--- src/rtl/clock_gen_unit.sv ---
// clock_gen_unit: derives divided clocks from clk_in.
// Outputs are /2, /4, /8, /16 and /28 (50% duty), an odd /5 with 50% duty,
// and an 8-bit demo counter that steps +2 per cycle and -5 every 4th cycle.
// All state is cleared by the asynchronous active-low reset rst.
module clock_gen_unit (
   input  logic       clk_in,
   input  logic       rst,
   output logic       clk_div_2,
   output logic       clk_div_4,
   output logic       clk_div_8,
   output logic       clk_div_16,
   output logic       clk_div_28,
   output logic       clk_div_5,
   output logic [7:0] glitchy_counter
);

   logic [3:0] cnt16;
   logic [3:0] cnt14;
   logic       div28_q;
   logic [2:0] cnt5;
   logic       pos_t;
   logic       neg_t;
   logic       strobe;

   // Once every four cycles, the last cycle of each group of four is the
   // strobe that pulls the demo counter back by 5.
   assign strobe = (cnt16[1:0] == 2'b11);

   // Free-running 4-bit counter; each bit is one power-of-two divided clock.
   always_ff @(posedge clk_in or negedge rst) begin
      if (!rst) begin
         cnt16 <= 4'd0;
      end else begin
         cnt16 <= cnt16 + 4'd1;
      end
   end

   // Count 0..13 and toggle the /28 output on every wrap.
   always_ff @(posedge clk_in or negedge rst) begin
      if (!rst) begin
         cnt14   <= 4'd0;
         div28_q <= 1'b0;
      end else if (cnt14 == 4'd13) begin
         cnt14   <= 4'd0;
         div28_q <= ~div28_q;
      end else begin
         cnt14   <= cnt14 + 4'd1;
      end
   end

   // Count 0..4 (stray values 5..7 fall back to 0) and toggle pos_t on the wrap.
   always_ff @(posedge clk_in or negedge rst) begin
      if (!rst) begin
         cnt5  <= 3'd0;
         pos_t <= 1'b0;
      end else begin
         if (cnt5 >= 3'd4) begin
            cnt5 <= 3'd0;
         end else begin
            cnt5 <= cnt5 + 3'd1;
         end
         if (cnt5 == 3'd4) begin
            pos_t <= ~pos_t;
         end
      end
   end

   // Falling-edge toggle half a cycle into the count. XOR with pos_t gives
   // the 2.5-cycle high phase.
   always_ff @(negedge clk_in or negedge rst) begin
      if (!rst) begin
         neg_t <= 1'b0;
      end else if (cnt5 == 3'd2) begin
         neg_t <= ~neg_t;
      end
   end

   // Demo counter that steps +2 normally and -5 on the strobe, wrapping mod 256.
   always_ff @(posedge clk_in or negedge rst) begin
      if (!rst) begin
         glitchy_counter <= 8'd0;
      end else if (strobe) begin
         glitchy_counter <= glitchy_counter - 8'd5;
      end else begin
         glitchy_counter <= glitchy_counter + 8'd2;
      end
   end

   assign clk_div_2  = cnt16[0];
   assign clk_div_4  = cnt16[1];
   assign clk_div_8  = cnt16[2];
   assign clk_div_16 = cnt16[3];
   assign clk_div_28 = div28_q;
   assign clk_div_5  = pos_t ^ neg_t;

endmodule

--- config.mk ---
export PLATFORM = sky130hd
export DESIGN_NAME = clock_gen_unit
export DESIGN_NICKNAME = d
export VERILOG_FILES = /design/src/rtl/clock_gen_unit.sv
export SDC_FILE = /design/constraint.sdc
export NUM_CORES = 1
export LEC_CHECK = 0
export ABC_CLOCK_PERIOD_IN_PS = 4400
export CAP_MARGIN = 20
export CORE_MARGIN = 5
export CORE_UTILIZATION = 40
export DETAILED_ROUTE_END_ITERATION = 7
export PLACE_DENSITY_LB_ADDON = 0.08
export SETUP_SLACK_MARGIN = 0.1
export SLEW_MARGIN = 20
export SYNTH_ARGS = -nofsm -noshare
export SYNTH_HDL_FRONTEND = slang
export SYNTH_SLANG_ARGS = --single-unit
export TNS_END_PERCENT = 30
--- constraint.sdc ---
create_clock -name clk_in -period 4.4 [get_ports clk_in]
set_clock_uncertainty 0.1 [all_clocks]
set_input_delay 0.66 -clock clk_in [delete_from_list [all_inputs] [get_ports clk_in]]
set_output_delay 0.66 -clock clk_in [all_outputs]
set_load 0.01 [all_outputs]
Word-level counts from Yosys, hierarchy flattened
Index checks and enable logic that the tools add are counted.

Register bits after elaboration: 22.

Eq/ne operators: 4. Mux-type cells: 3. Add/subtract/negate cells: 5. $lt $le $gt $ge: 1. Bitwise operators: 4.

Operators with widths (count): $add 4x1->4 const B (2); $add 8x2->8 const B (1); $mux 8 (1); $sub 8x3->8 const B (1); $eq 4x4->1 const B (1); $mux 4 (1); $add 3x1->3 const B (1); $eq 3x2->1 const B (1); $eq 3x3->1 const B (1); $ge 3x3->1 const B (1); $mux 3 (1); $not 1->1 (3); $eq 2x2->1 const B (1); $xor 1x1->1 (1).

Depth between registers and ports, before layout
Word-level depth: 2. Gate-level depth with buffers: 6.

==> metrics <==
Worst EP required 3.64 ns; Bufs on Longest Clock Path 2; Worst VDD drop 0.161 mV; Worst R2R Start cnt5[0]; grt met3 use 2.59%; Most used DFF post-synth dfrtp_1; WHS Path Cells 1; Comb power frac 1.7%; Cell Area, Placed 1180 µm²; Slew HR 73.1%; register clock-pin slew on the reported worst setup and hold paths 0.08 ns; commonest non-fill, non-tap cells in the layout dfrtp_1, clkdlybuf4s50_1, xnor2_1; HPWL after DPL 1190 µm; # nets final 112; Setup TNS 0 ns; Synth Warn # 0; total gr overflow 0; initial antenna violation count 0; synthesis-stage register bit count 22; H-tree levels 1; EDFF count, synth 0; Unique masters post-synth 25; GR Util met2 16.0%; Cell Rows 18; Crit Path Class flip-flop to primary output; Post-Syn Area 1000 µm²; diodes inserted 0; Clock power frac 34.2%; CTS buffer count 3; Least-Margin Pin Slew 0.404 ns; worst setup margin 0.268 ns; Switching Share 19.5%; Mapped Cells 83; Die X 60.0 µm; final non-filler cell total 132; Top Ports 16; PD cells 258 nW/µm²; Die ar. 3600 µm²; worst path arrival time 3.37 ns; met1 Track Usage GR 13.7%; number of setup violations in the final report 0; status finished clean; Critical Path End clk_div_5; Worst Setup End Kind primary output; final hold violations 0; DR WL/cell 11.7 µm; total wire length 1550 µm; total internal power 0.254 mW; DP Cell Count 128; Root Buffer clkbuf_4; crit path from neg_t; sequential fraction of the synthesis area 55.0%; Tot Pwr 0.315 mW; Max FO, Critical Path 2; Hold WC Path Type flip-flop to flip-flop; CTS tree yes; vias per cell 4.73; post-CTS setup buffer count 0; CORE AREA 2430 µm²; r2r setup slk 1.13 ns; leak pwr 0.575 nW; clk_lat worst skew 0.29 ns; global-route wire length before repair 2780 µm; RR Endpoint neg_t; TritonRoute pass-1 iters 3; startpoint type of the worst setup path flip-flop; vias in the first global route 624; Post-Place Setup Slack 0.313 ns; switching power 0.0613 mW; mean area per synthesized cell 12.1 µm²; commonest non-fill, non-tap cell in the layout dfrtp_1; Top Usage Layer GRT met2; fin util 50.2%; fin area 1220 µm²; Layout area overhead 21.9%; worst hold slack 0.348 ns; post-synth net total 92; Final GP Congestion 0.718; Flop pwr share 64.1%; unrepaired setup endpoints after global routing false; Worst R2R Path Depth 4; clk sinks 22; total track usage 10.4%; Post-DRT Antenna Nets 0; max cap viols 0; layout cells sized above 1 8.82%; Buffers on Ports 15; height of the die 60.0 µm; largest net degree at the start of global routing 22; DR DRC count 0; Initial Util 41.2%; max-slew violations 0; via count 624; Initial DRC Count 7; asr flop ratio synth 100%
-- power by group through the flow --
stage	combinational (mW)	sequential, mW	clock (mW)
after detailed placement	0.00572	0.206	0
final	0.00524	0.202	0.108
after global placement	0.00590	0.206	0
after global routing	0.00643	0.202	0.123
after floorplan	0.000000238	0.206	0
after CTS	0.00576	0.202	0.114
-- critical path: stages, from the launching register on --
cell and delay (ns):
dfrtn_1 0.45, xor2_1 0.15, dlygate4sd2_1 0.28
-- registers in the layout (all words and copies together) (netlist names) --
register         count
cnt14                4
glitchy_counter      8
pos_t                1
cnt5                 3
cnt16                4
clk_div_28           1
neg_t                1
-- cells by family after synthesis --
logic type / after synthesis / synth area share [%]
buffers and inverters: 7 / 3.37
muxes: 3 / 3.13
AOI/OAI and AO/OA: 8 / 4.63
adders and majority gates: 7 / 8.75
and+or+nand+nor: 24 / 14.6
DFF: 22 / 55.0
xor gates and xnor gates: 12 / 10.5
-- area by class of cell --
class	count	area (µm²)
fillers	221	1210
flip-flops and latches	22	551
multi-input cells	54	417
repair buffers	16	156
well taps	30	37.5
clock buffers	4	36.3
inverters	6	22.5
-- worst min path at each step --
stage	from	endpoint	slack (ns)
4_1_cts	neg_t	neg_t	0.36
2_1_floorplan	rst	clk_div_28	0.26
6_report	neg_t	neg_t	0.35
3_5_place_dp	cnt5[0]	cnt5[0]	0.35
3_3_place_gp	neg_t	neg_t	0.34
5_1_grt	neg_t	neg_t	0.38
-- repair_timing --
action,CTS,global route
hold buffers,0,0
setup endpoints to repair,1,0
gates resized for setup,1,0
-- Yosys cell counts, types with 2 or more instances --
master | number | area share, %
nand2_1 | 5 | 1.9
nor2b_1 | 2 | 1.2
nand2b_1 | 4 | 2.5
inv_1 | 6 | 2.2
mux2i_1 | 2 | 2.0
xor2_1 | 4 | 3.5
o21ai_0 | 4 | 2.0
xnor2_1 | 8 | 7.0
nor2_1 | 3 | 1.1
dfrtp_1 | 21 | 52
a21oi_1 | 2 | 1.0
nand3_1 | 3 | 1.5
ha_1 | 7 | 8.7
-- metal layers --
| metal | share of wire (%) | vias to the layer above |
|---|---|---|
| li1 | - | 313 |
| met1 | 49 | 300 |
| met2 | 45 | 9 |
| met3 | 5.7 | 2 |
| met4 | 0.84 | 0 |
| met5 | 0 | - |
Note: power is estimated with default switching activity, not from simulation.
